--- src/rtl/decode_stage.sv ---
// -----------------------------------------------------------------------------
// decode_stage
//
// Registered instruction-decode stage between fetch and the immediate decoder /
// execute path. The opcode is classified on the input side, so the output
// registers hold the decoded fields (format code, register indices, flags).
// The only raw field kept is the immediate slice instr[31:OPCODE_LEN]. The
// downstream immediate decoder sign-extends that slice combinationally.
//
// Optional feature macro: DECODE_SKID_EN
//   undefined : single entry. in_ready = rst_n && (!out_valid || out_ready).
//   defined   : output entry plus one skid entry. in_ready = rst_n && !skid_valid.
//               This build has no combinational path from out_ready to in_ready.
//
// Ports
//   clk           rising-edge clock
//   rst_n         synchronous active-low reset
//   in_valid      fetch offers an instruction
//   in_ready      stage can accept
//   in_instr      32-bit instruction word
//   in_pc         PC of in_instr
//   flush         drop everything held and anything offered this cycle
//   out_valid     decoded instruction available
//   out_ready     consumer accepts
//   out_pc        registered PC
//   out_imm       instr[31:OPCODE_LEN]
//   out_imm_ctrl  immediate format code (I/S/B/U/J)
//   out_has_imm   0 for R-type and for illegal opcodes
//   out_rd/rs1/rs2 register indices
//   out_funct3    instr[14:12]
//   out_illegal   opcode not recognised
//   out_count     delivered-instruction counter (wraps, survives flush)
// -----------------------------------------------------------------------------

`ifndef XLEN
`define XLEN 32
`endif
`ifndef OPCODE_LEN
`define OPCODE_LEN 7
`endif
`ifndef MAX_IMM_LEN
`define MAX_IMM_LEN (32 - `OPCODE_LEN)
`endif
`ifndef I_TYPE
`define I_TYPE 3'b000
`endif
`ifndef S_TYPE
`define S_TYPE 3'b001
`endif
`ifndef B_TYPE
`define B_TYPE 3'b010
`endif
`ifndef U_TYPE
`define U_TYPE 3'b011
`endif
`ifndef J_TYPE
`define J_TYPE 3'b100
`endif

module decode_stage (
    input  logic                     clk,
    input  logic                     rst_n,
    input  logic                     in_valid,
    output logic                     in_ready,
    input  logic [31:0]              in_instr,
    input  logic [`XLEN-1:0]         in_pc,
    input  logic                     flush,
    output logic                     out_valid,
    input  logic                     out_ready,
    output logic [`XLEN-1:0]         out_pc,
    output logic [`MAX_IMM_LEN-1:0]  out_imm,
    output logic [2:0]               out_imm_ctrl,
    output logic                     out_has_imm,
    output logic [4:0]               out_rd,
    output logic [4:0]               out_rs1,
    output logic [4:0]               out_rs2,
    output logic [2:0]               out_funct3,
    output logic                     out_illegal,
    output logic [31:0]              out_count
);

    localparam logic [6:0] OP_LUI    = 7'b0110111;
    localparam logic [6:0] OP_AUIPC  = 7'b0010111;
    localparam logic [6:0] OP_JAL    = 7'b1101111;
    localparam logic [6:0] OP_JALR   = 7'b1100111;
    localparam logic [6:0] OP_LOAD   = 7'b0000011;
    localparam logic [6:0] OP_OPIMM  = 7'b0010011;
    localparam logic [6:0] OP_BRANCH = 7'b1100011;
    localparam logic [6:0] OP_STORE  = 7'b0100011;
    localparam logic [6:0] OP_OP     = 7'b0110011;

    // One decoded entry, as held in the output (and skid) register.
    typedef struct packed {
        logic [`XLEN-1:0]        pc;
        logic [`MAX_IMM_LEN-1:0] imm;
        logic [2:0]              imm_ctrl;
        logic                    has_imm;
        logic [4:0]              rd;
        logic [4:0]              rs1;
        logic [4:0]              rs2;
        logic [2:0]              funct3;
        logic                    illegal;
    } dec_t;

    // -------------------------------------------------------------------------
    // Input-side decode
    // -------------------------------------------------------------------------
    logic [6:0] w_opcode;
    dec_t       w_dec;
    dec_t       w_rst_dec;

    assign w_opcode = in_instr[`OPCODE_LEN-1:0];

    always_comb begin
        w_dec          = '0;
        w_dec.pc       = in_pc;
        w_dec.imm      = in_instr[31:`OPCODE_LEN];
        w_dec.rd       = in_instr[11:7];
        w_dec.rs1      = in_instr[19:15];
        w_dec.rs2      = in_instr[24:20];
        w_dec.funct3   = in_instr[14:12];
        w_dec.imm_ctrl = `I_TYPE;
        w_dec.has_imm  = 1'b1;
        w_dec.illegal  = 1'b0;
        case (w_opcode)
            OP_LUI, OP_AUIPC:           w_dec.imm_ctrl = `U_TYPE;
            OP_JAL:                     w_dec.imm_ctrl = `J_TYPE;
            OP_JALR, OP_LOAD, OP_OPIMM: w_dec.imm_ctrl = `I_TYPE;
            OP_BRANCH:                  w_dec.imm_ctrl = `B_TYPE;
            OP_STORE:                   w_dec.imm_ctrl = `S_TYPE;
            OP_OP:                      w_dec.has_imm  = 1'b0;
            default: begin
                // Unknown opcodes still travel down the pipe, flagged.
                w_dec.has_imm = 1'b0;
                w_dec.illegal = 1'b1;
            end
        endcase
    end

    // Reset image of an entry: all zero except the format code.
    always_comb begin
        w_rst_dec          = '0;
        w_rst_dec.imm_ctrl = `I_TYPE;
    end

    // -------------------------------------------------------------------------
    // Handshake and storage
    // -------------------------------------------------------------------------
    dec_t        r_out;
    logic        r_out_valid;
    logic [31:0] r_count;
    logic        w_in_xfer;
    logic        w_out_xfer;

    assign w_out_xfer = r_out_valid && out_ready;
    assign w_in_xfer  = in_valid && in_ready && !flush;

`ifdef DECODE_SKID_EN
    dec_t r_skid;
    logic r_skid_valid;

    // Ready depends only on registered state (and reset), never on out_ready.
    assign in_ready = rst_n && !r_skid_valid;

    always_ff @(posedge clk) begin
        if (!rst_n) begin
            r_out        <= w_rst_dec;
            r_skid       <= w_rst_dec;
            r_out_valid  <= 1'b0;
            r_skid_valid <= 1'b0;
            r_count      <= 32'd0;
        end else begin
            // A delivery in the flush cycle still counts.
            if (w_out_xfer) begin
                r_count <= r_count + 32'd1;
            end
            if (flush) begin
                r_out_valid  <= 1'b0;
                r_skid_valid <= 1'b0;
            end else if (!r_out_valid || out_ready) begin
                // The output slot frees up this cycle. Refill it from the skid
                // entry first so that order is preserved.
                if (r_skid_valid) begin
                    r_out        <= r_skid;
                    r_out_valid  <= 1'b1;
                    r_skid_valid <= 1'b0;
                end else if (w_in_xfer) begin
                    r_out       <= w_dec;
                    r_out_valid <= 1'b1;
                end else begin
                    r_out_valid <= 1'b0;
                end
            end else if (w_in_xfer) begin
                // The output is stalled, so park one more entry in the skid slot.
                r_skid       <= w_dec;
                r_skid_valid <= 1'b1;
            end
        end
    end
`else
    assign in_ready = rst_n && (!r_out_valid || out_ready);

    always_ff @(posedge clk) begin
        if (!rst_n) begin
            r_out       <= w_rst_dec;
            r_out_valid <= 1'b0;
            r_count     <= 32'd0;
        end else begin
            if (w_out_xfer) begin
                r_count <= r_count + 32'd1;
            end
            if (flush) begin
                r_out_valid <= 1'b0;
            end else if (w_in_xfer) begin
                r_out       <= w_dec;
                r_out_valid <= 1'b1;
            end else if (w_out_xfer) begin
                r_out_valid <= 1'b0;
            end
        end
    end
`endif

    // -------------------------------------------------------------------------
    // Outputs
    // -------------------------------------------------------------------------
    assign out_valid    = r_out_valid;
    assign out_pc       = r_out.pc;
    assign out_imm      = r_out.imm;
    assign out_imm_ctrl = r_out.imm_ctrl;
    assign out_has_imm  = r_out.has_imm;
    assign out_rd       = r_out.rd;
    assign out_rs1      = r_out.rs1;
    assign out_rs2      = r_out.rs2;
    assign out_funct3   = r_out.funct3;
    assign out_illegal  = r_out.illegal;
    assign out_count    = r_count;

endmodule

--- config.mk ---
export PLATFORM = sky130hd
export DESIGN_NAME = decode_stage
export DESIGN_NICKNAME = d
export VERILOG_FILES = /design/src/rtl/decode_stage.sv
export SDC_FILE = /design/constraint.sdc
export NUM_CORES = 1
export LEC_CHECK = 0
export ABC_AREA = 1
export CORE_UTILIZATION = 35
export CTS_CLUSTER_DIAMETER = 150
export DETAILED_ROUTE_END_ITERATION = 10
export GPL_TIMING_DRIVEN = 0
export HOLD_SLACK_MARGIN = 0.02
export PLACE_DENSITY_LB_ADDON = 0.08
export SLEW_MARGIN = 20
export SYNTH_ARGS = -nofsm -noshare
export SYNTH_HDL_FRONTEND = slang
export SYNTH_SLANG_ARGS = --single-unit
--- constraint.sdc ---
create_clock -name clk -period 4 [get_ports clk]
set_input_delay 1 -clock clk [delete_from_list [all_inputs] [get_ports clk]]
set_output_delay 1 -clock clk [all_outputs]
set_load 0.03 [all_outputs]
# [Word-level counts from Yosys, hierarchy flattened]
# Cells that the tools add are included.
[totals] reg_bits=113 in_bits=69 out_inout_bits=114 elab_cells=41
[op_classes] n_addsub=1 n_eq_ne=9 n_mux=5 bitwise_logic=2 reduce_logical=13
[op_table] op="$add A32 B1 Y32 const B" count=1
[op_table] op="$eq A7 B6 Y1 const B" count=3
[op_table] op="$eq A7 B7 Y1 const B" count=3
[op_table] op="$eq A7 B5 Y1 const B" count=2
[op_table] op="$pmux W3 S4" count=1
[op_table] op="$reduce_or A9 Y1" count=1
[op_table] op="$reduce_or A8 Y1" count=1
[op_table] op="$eq A7 B2 Y1 const B" count=1
[op_table] op="$logic_and A1 B1 Y1" count=4
[op_table] op="$mux W1" count=4
[op_table] op="$reduce_or A2 Y1" count=2
[op_table] op="$logic_not A1 Y1" count=2
[op_table] op="$not A1 Y1" count=2
[op_table] op="$reduce_and A2 Y1" count=1
[op_table] op="$reduce_bool A2 Y1" count=1
[op_table] op="$logic_or A1 B1 Y1" count=1

# [Depth between registers and ports, before layout]
# Gate-level depths: netlist of run 1.
[logic_depth] word_depth=6 depth_mapped=9 depth_no_buf=9

# [Worst setup path after synthesis of run 1]
# Ideal clock, no wire load.
[synth_path] kind="input to output" start="input rst_n" end="output in_ready" t_arrival_ns=1.663 required_time_ns=3.000 path_slack_ns=1.337 cell_stages=3 path_buffers=1 path_cell_list="inv_1 -> clkbuf_1 -> nor2_1"
[synth_between] elab_chain_len=1
[synth_lines] item="from (decl)" line="62" source="input logic rst_n,"
[synth_lines] item="$logic_and A1 B1 Y1" line="201" source="assign in_ready = rst_n && (!r_out_valid || out_ready);"
[synth_lines] item="to (decl)" line="64" source="output logic in_ready,"
# No other way between the ends.

# [Worst setup path after layout of run 1]
# Same ends and word-level chain as after synthesis.

==> flow_summary_export.csv, run 1 <==
group,metric,value,unit
run_status,outcome,"finished, violations left",
run_status,violations,"DRC",
clocking,cts_tree,"yes",
pwr,leakagePower,2.63,nW
yosys,yosysWarnings,0,
placement,hpwlAfterDp,9.38,mm
global_route,antenna_found_initial,0,
drt,drc,16,
drt,drtIter0Drc,255,
yosys,synth_ff_type,"dfxtp_1",
global_route,overflow,0,
clocking,postCtsSetupBuffers,0,
placement,gp_congestion,0.839,
worst_setup_path,ff2ff_setup_slack,2.45,ns
placement,portBuffers,182,
yosys,synth.largest_area_cell,"dfxtp_1",
drt,ant_nets,0,
yosys,synthMuxAreaShare,0,%
worst_hold_path,hp-class,"flop to flop",
worst_setup_path,arrival,2.90,ns
timing,finalCritPeriodShare,97.5,%
global_route,grt_max_degree,16,
timing,setup_tns,0,ns
clocking,post_cts_resized,0,
clocking,htreeDepth,3,
drt,vias_per_cell,4.62,
yosys,synth_commonest_cells,"nor2_1 (179), dfxtp_1 (95), nand2_1 (73), o21ai_0 (71), inv_1 (51)",
floorplan,core,11500,sq um
worst_setup_path,critical_path_required,3.00,ns
floorplan,ios,183,
timing,min_period,3.90,ns
worst_setup_path,cpMostUsedCell,"clkdlybuf4s50_1",
yosys,yosysSeqAreaShare,45.6,%
yosys,synthAdderAreaFrac,0.300,%
floorplan,rows,39,
timing,hold_viol,0,
global_route,use_met2,34.5,%
timing,rsz0062_at_grt,"no",
yosys,synth_compound_area_share,11.1,%
yosys,synth.avg_cell_area,6.99,sq um
yosys,synth-xor-area-share,0.840,%
timing,setup_ws,0.100,ns
floorplan,initial_core_util,36.2,%
global_route,grt_usage,20.6,%
clocking,clockBufferDepth,2,
timing,setup_viol,0,
worst_setup_path,cp-end-kind,"primary output",
timing,final_max_slew_viol_count,0,
yosys,yosysTopAreaCellShare,45.6,%
worst_setup_path,startpoint,"rst_n",
worst_setup_path,cp_slowest_cell,"clkdlybuf4s50_1",
job,max_cap_violations,0,
yosys,synthesis.area,4170,sq um
yosys,synth_seq_cells,95,
yosys,yosys.area_share.simple,31.4,%
global_route,busiest_layer,"met2",
timing,skew,0.00451,ns
worst_setup_path,start_kind,"input pin",
clocking,clkSinkCount,95,
worst_setup_path,cp_max_fo,10,
global_route,grt_pass1_vias,4318,
clocking,clk_latency,0.34,ns
worst_setup_path,slowest_delay,0.72,ns
yosys,syn_nets,666,
global_route,grt_pass1_wl,20.3,mm
pwr,irDropWorstVdd,0.264,mV
timing,whs,0.476,ns
worst_hold_path,holdCritStartpoint,"out_illegal",
clocking,root_buffer,"clkbuf_16",
global_route,gr-usage-met3,6.34,%
global_route,use_met1,23.8,%
pwr,powerDensity,344,nW/um^2
drt,wl_per_cell,13.1,um
final_layout,nets,859,
timing,tightest_slew,0.572,ns
worst_setup_path,crit_type,"input pin to primary output",
floorplan,die_w,111,um
yosys,synthesis.instances,596,
yosys,ys_async_sr_fraction,0,%
yosys,yosys-top-cells-area,"dfxtp_1 (46%), nor2_1 (16%), o21ai_0 (8.5%), nand2_1 (6.6%), inv_1 (4.6%)",
yosys,ys_types,27,
clocking,numCtsBuffers,9,
yosys,yosysMostFrequentCell,"nor2_1",
final_layout,antenna_cells,0,
drt,wirelength,12.3,mm
yosys,synth_top_family_by_area,"simple AND/OR/NAND/NOR gates",
drt,drtPass1Iterations,9,
floorplan,dieArea,12400,sq um
floorplan,die_y,111,um
worst_setup_path,rr_startpoint,"out_count[1]",
pwr,power.total,2.23,mW
drt,vias,4331,
worst_setup_path,cp_cell_sequence,"clkdlybuf4s50_1, inv_1, clkbuf_1, nor2_1, clkdlybuf4s50_1",
final_layout,layout-drive-gt1-share,7.93,%
timing,slew_headroom,61.6,%
yosys,synth_edf_count,0,
timing,max_freq,256,MHz
clocking,clk_pin_slew,0.07,ns
placement,dp_slack,0.135,ns
clocking,hold_buffers,0,
final_layout,area_delta_synth_final,55.4,%
[placed cells by master, fill, tap and decap left out, drive strengths merged]
cell           count
nor2             192
clkdlybuf4s50    182
dfxtp             95
nand2             75
o21ai             71
inv               52
buf               29
nand3             28
clkbuf            22
a21oi             18
nor3               8
nand4              8
clkinv             3
xnor2              2
xor2               2
and3               1
o21a               1
a21o               1
nor3b              1
ha                 1
bufinv             1
clkinvlp           1
[metrics by stage]
stage                     util [%]  cells  cell area [sq um]
after floorplan                  -    596               4170
after global placement        53.6    921               6170
after detailed placement      53.6    921               6170
after CTS                     56.3    937               6480
after global routing          56.3    937               6480
final                         56.3    937               6480
[power breakdown]
group	leakage [nW]	total [mW]	switching (mW)	internal, mW
combinational	1.71	0.341	0.177	0.164
sequential	0.773	0.998	0.0192	0.979
clock	0.152	0.889	0.371	0.518
[registers in the layout, summed over array words and instances (netlist names)]
name and count:
out_has_imm 1, out_imm 25, out_imm_ctrl 3, out_count 32
out_valid 1, out_pc 32, out_illegal 1
[worst paths after layout]
kind,endpoint,depth (start not counted)
hold / removal,out_illegal,2
setup / recovery,in_ready,5
setup reg to reg,out_count[26],9
hold reg to reg,out_illegal,2
[layer usage]
metal / vias to the layer above / share of wire [%]
met5: - / 0
met4: 0 / 2.2
met3: 17 / 8.1
met2: 131 / 46
met1: 1926 / 44
li1: 2257 / -
[critical path: cells and delay by family]
kind,cells,cell delay (ns)
buffers and inverters,4,1.69
AND/OR/NAND/NOR,1,0.20
[final cells by class]
class,instances,area [sq um]
buffer,40,251
clock buffer,11,253
clock inverter,5,56.3
fill,1080,5040
inverter,52,195
multi-input combinational,409,1820
sequential,95,1900
tap,143,179
timing repair buffer,182,1820
[cell families after synthesis]
kind of cell,Yosys count
AO/OA/AOI/OAI,91
AND/OR/NAND/NOR,313
buffers and inverters,92
XOR/XNOR,4
adder cells (fa/ha/maj),1
flip-flops,95
(Power assumes the default switching activity.)
==> run 2, diff against run 1 <==
Settings changed: DONT_BUFFER_PORTS set to 1.
==> flow_summary_export.csv, run 2 (same netlist as run 1, synthesis figures left out) <==
group,metric,value,unit
run_status,outcome,"finished, violations left",
run_status,violations,"DRC",
final_layout,final_common_cell,"nor2_1",
placement,place_inst,739,
timing,whs,0.632,ns
worst_setup_path,crit_type,"input pin to primary output",
drt,drtIter0Drc,155,
drt,vias,3632,
pwr,irDropWorstVdd,0.203,mV
worst_hold_path,hp-class,"flop to flop",
worst_setup_path,start_kind,"input pin",
placement,place_area,4350,sq um
final_layout,antenna_cells,0,
final_layout,ff_latch_area,1900,sq um
clocking,cts_tree,"yes",
floorplan,rows,39,
floorplan,ios,183,
timing,hold_viol,0,
floorplan,core,11500,sq um
global_route,grt_max_degree,14,
drt,ant_nets,0,
drt,drc,16,
worst_setup_path,cp-end-kind,"primary output",
drt,vias_per_cell,4.83,
final_layout,multi_input_area,1820,sq um
placement,portBuffers,0,
clocking,hold_buffers,0,
clocking,htreeDepth,3,
clocking,postCtsSetupBuffers,0,
timing,min_period,2.85,ns
pwr,leakagePower,1.95,nW
final_layout,stdcell_count,752,
pwr,power.total,2.01,mW
global_route,grt_pass1_wl,17.3,mm
global_route,grt_usage,17.9,%
final_layout,mostFrequentLayoutCells,"nor2_1 (179), dfxtp_1 (95), nand2_1 (73), o21ai_0 (71), inv_1 (51)",
placement,gp_congestion,0.788,
timing,skew,0.00602,ns
global_route,overflow,0,
drt,drtPass1Iterations,7,
timing,setup_tns,0,ns
clocking,clkSinkCount,95,
timing,setup_viol,0,
clocking,post_cts_resized,0,
clocking,clk_pin_slew,0.06,ns
timing,setup_ws,1.15,ns
timing,final_max_slew_viol_count,0,
timing,finalCritPeriodShare,71.4,%
worst_setup_path,critical_path_required,3.00,ns
pwr,powerDensity,436,nW/um^2
floorplan,initial_core_util,36.2,%
floorplan,dieArea,12400,sq um
drt,wl_per_cell,14.6,um
timing,tightest_slew,0.601,ns
final_layout,area_delta_synth_final,10.7,%
timing,max_freq,350,MHz
clocking,numCtsBuffers,9,
clocking,clk_latency,0.34,ns
global_route,grt_pass1_vias,3439,
placement,hpwlAfterDp,8.35,mm
worst_setup_path,arrival,1.85,ns
final_layout,nets,677,
clocking,root_buffer,"clkbuf_16",
timing,rsz0062_at_grt,"no",
final_layout,final_core_util,40.1,%
floorplan,die_y,111,um
drt,wirelength,11.0,mm
global_route,antenna_found_initial,0,
placement,dp_slack,1.09,ns
final_layout,nFillCells,1235,
final_layout,design_area,4620,sq um
worst_setup_path,cp_max_fo,10,
final_layout,layout-drive-gt1-share,9.52,%
timing,slew_headroom,59.8,%
clocking,clockBufferDepth,2,
floorplan,die_w,111,um
job,max_cap_violations,0,
-- run 2: path summary, 6_finish.rpt --
path | startpoint | endpoint | slack (ns) | cells after the start
worst max-delay path | rst_n | in_ready | 1.15 | 3
worst min-delay path | out_illegal | out_illegal | 0.63 | 2
worst max register to register | out_count[1] | out_count[22] | 2.18 | 9
worst min register to register | out_illegal | out_illegal | 0.63 | 2
-- run 2: where the power goes --
group          internal, mW  switching [mW]  total [mW]
combinational        0.0398          0.0808       0.121
clock                 0.474           0.346       0.820
sequential            0.980          0.0913        1.07
-- run 2: cell type report --
type,count,share of cell area [%]
Clock buffer,11,5.04
Inverter,52,4.23
Clock inverter,2,0.759
Sequential cell,95,41.2
Buffer,40,5.45
Tap cell,143,3.88
Multi-Input combinational cell,409,39.4
-- run 2: worst max-delay path, cell delays in order --
cell and delay (ns):
inv_1 0.03, clkbuf_1 0.26, nor2_1 0.56
-- run 2: metal layers --
| layer | up-vias | track usage (%) | routed length [um] |
|---|---|---|---|
| met1 | 1580 | 21.1 | 4670 |
| li1 | 1890 | - | - |
| met3 | 20 | 6.78 | 1070 |
| met5 | - | 0 | 0 |
| met4 | 0 | 8.29 | 266 |
| met2 | 142 | 28.8 | 4960 |
==> patch, RTL diff (flow settings as in run 2) <==
Set the macro `XLEN` to 64 (it was 32).
--- a/src/rtl/decode_stage.sv
+++ b/src/rtl/decode_stage.sv
@@ -33,7 +33,7 @@
 // -----------------------------------------------------------------------------
 
 `ifndef XLEN
-`define XLEN 32
+`define XLEN 64
 `endif
 `ifndef OPCODE_LEN
 `define OPCODE_LEN 7
Ports: changed (resized in_pc and out_pc); port bits go from 183 to 247. No check against the original RTL was run, so the function may have changed too.
==> patch against run 2 <==
First-iteration DRC count increased by 50%; synthesized area increased by 26%; sequential cell count increased by 32; routed wire length increased by 36%; final area increased by 33%; die area increased by 26%; worst setup slack got worse by 300 ps; sequential power increased by 36%; power increased by 65%; critical endpoint unchanged; highest routed layer unchanged.
==> patch: results (changes against run 2) <==
metric;value;unit;change
status;completed;;
global placer's final weighted congestion;0.805;;+2.1%
final cell count without fillers;950;;+26%
Hold WC Path Type;reg2reg;;
post-synthesis compound-gate area fraction;11.9;%;+0.80 points
Final Skew;10.1;ps;+4.07 ps
hpwl dp;11100;um;+33%
R2R Setup Slk;2110;ps;-70 ps
NetSw;795;uW;+53%
DRT Pass-1 Iters;4;;-3
Syn. warnings;0;;unchanged
Distinct cells, synth;29;;+7.4%
xor/xnor share of the synthesized area;0.666;%;-0.17 points
Worst Reg-to-Reg Cells;9;;unchanged
Hold Crit Depth;2;;unchanged
setup bufs post-CTS;0;;unchanged
Port-buffer cells;0;;unchanged
worst reg2reg path endpoint;out_count[30];;
Hold Crit Start;out_count[31];;
clk root buf;clkbuf_16;;
Skew-Pair Late Insertion Delay;410;ps;+70 ps
H-Tree Depth;4;;+1
post-synthesis mux area share;0;%;unchanged
Peak supply drop;0.328;mV;+61%
share of cells above drive strength 1;11.2;%;+1.7 points
Max Buffers Root-to-Sink;2;;unchanged
Relative slew margins;56.7;%;-3.1 points
gr usage total;19.4;%;+1.5 points
RR Startpoint;out_count[1];;
Min-Delay Endpoint;out_count[31];;
WL per Instance;15.7;um;+7.4%
Post-Syn Instances;735;;+23%
Clock transition at path regs;50;ps;
Post-synth top cells;nor2_1, dfxtp_1, o21ai_0, nand2_1, inv_1;;
vias in the first global route;4591;;+33%
Syn Nets;837;;+26%
first-pass GRT wire length;23700;um;+37%
Leak;0.00261;uW;+34%
Worst EP arrival;2160;ps;+310 ps
prevailing post-synth register cell;dfxtp_1;;
vias per inst;4.88;;+0.95%
max FFs per register;64;;
initial antenna violation count;0;;unchanged
placed instance count;919;;+24%
diode count;0;;unchanged
Post-synth ARST share;0;%;unchanged
Synth area leaders;dfxtp_1, nor2_1, o21ai_0;;
area share of fa/ha/maj cells after synthesis;0.238;%;-0.062 points
Layout Nets;856;;+26%
post-synthesis sequential area ratio;48.3;%;+2.7 points
CP max FO;10;;unchanged
largest net degree at the start of global routing;17;;+3
CTS resizes;0;;unchanged
DRT iter0 DRCs;233;;+50%
CTS buffer count;17;;+8
==> patch: worst max-delay path by stage <==
stage,startpoint,end
after detailed placement,rst_n,in_ready
after CTS,rst_n,in_ready
final,rst_n,in_ready
after global routing,rst_n,in_ready
after floorplan,rst_n,in_ready
after global placement,rst_n,in_ready
==> patch: final cells by class <==
class	count	area, um^2
multi-input combinational	505	2240
clock inverter	10	184
clock buffer	21	470
sequential	127	2540
inverter	52	195
fill	1508	8440
tap	184	230
buffer	51	289
==> patch: power by group through the flow <==
stage | combinational (uW) | sequential, uW | clock, uW
2_1_floorplan | 126 | 1460 | 0
3_3_place_gp | 154 | 1480 | 0
3_5_place_dp | 158 | 1480 | 0
4_1_cts | 158 | 1450 | 1740
5_1_grt | 178 | 1460 | 1790
6_report | 156 | 1450 | 1700
==> patch: worst max-delay path, cell delays in order <==
cell and delay (ps):
buf_4 180, inv_1 90, clkbuf_1 310, nor2_1 580
==> patch: through the flow <==
stage | cell area, um^2 | utilization [%] | setup WS, ps | power [uW] | hold WS (ps)
3_5_place_dp | 5490 | 37.7 | 784 | 1640 | 643
6_report | 6150 | 42.1 | 842 | 3310 | 650
4_1_cts | 6150 | 42.1 | 783 | 3350 | 645
3_3_place_gp | 5490 | 37.7 | 762 | 1630 | 632
5_1_grt | 6150 | 42.1 | 705 | 3430 | 654
2_1_floorplan | 5260 | - | 1160 | 1590 | 605
==> patch: per-layer routing <==
layer,wire (um),track usage [%],vias up
li1,-,-,2351
met1,5760,20.5,2111
met2,7510,33.9,155
met3,1440,8.72,15
met4,189,7.09,0
met5,0,0,-
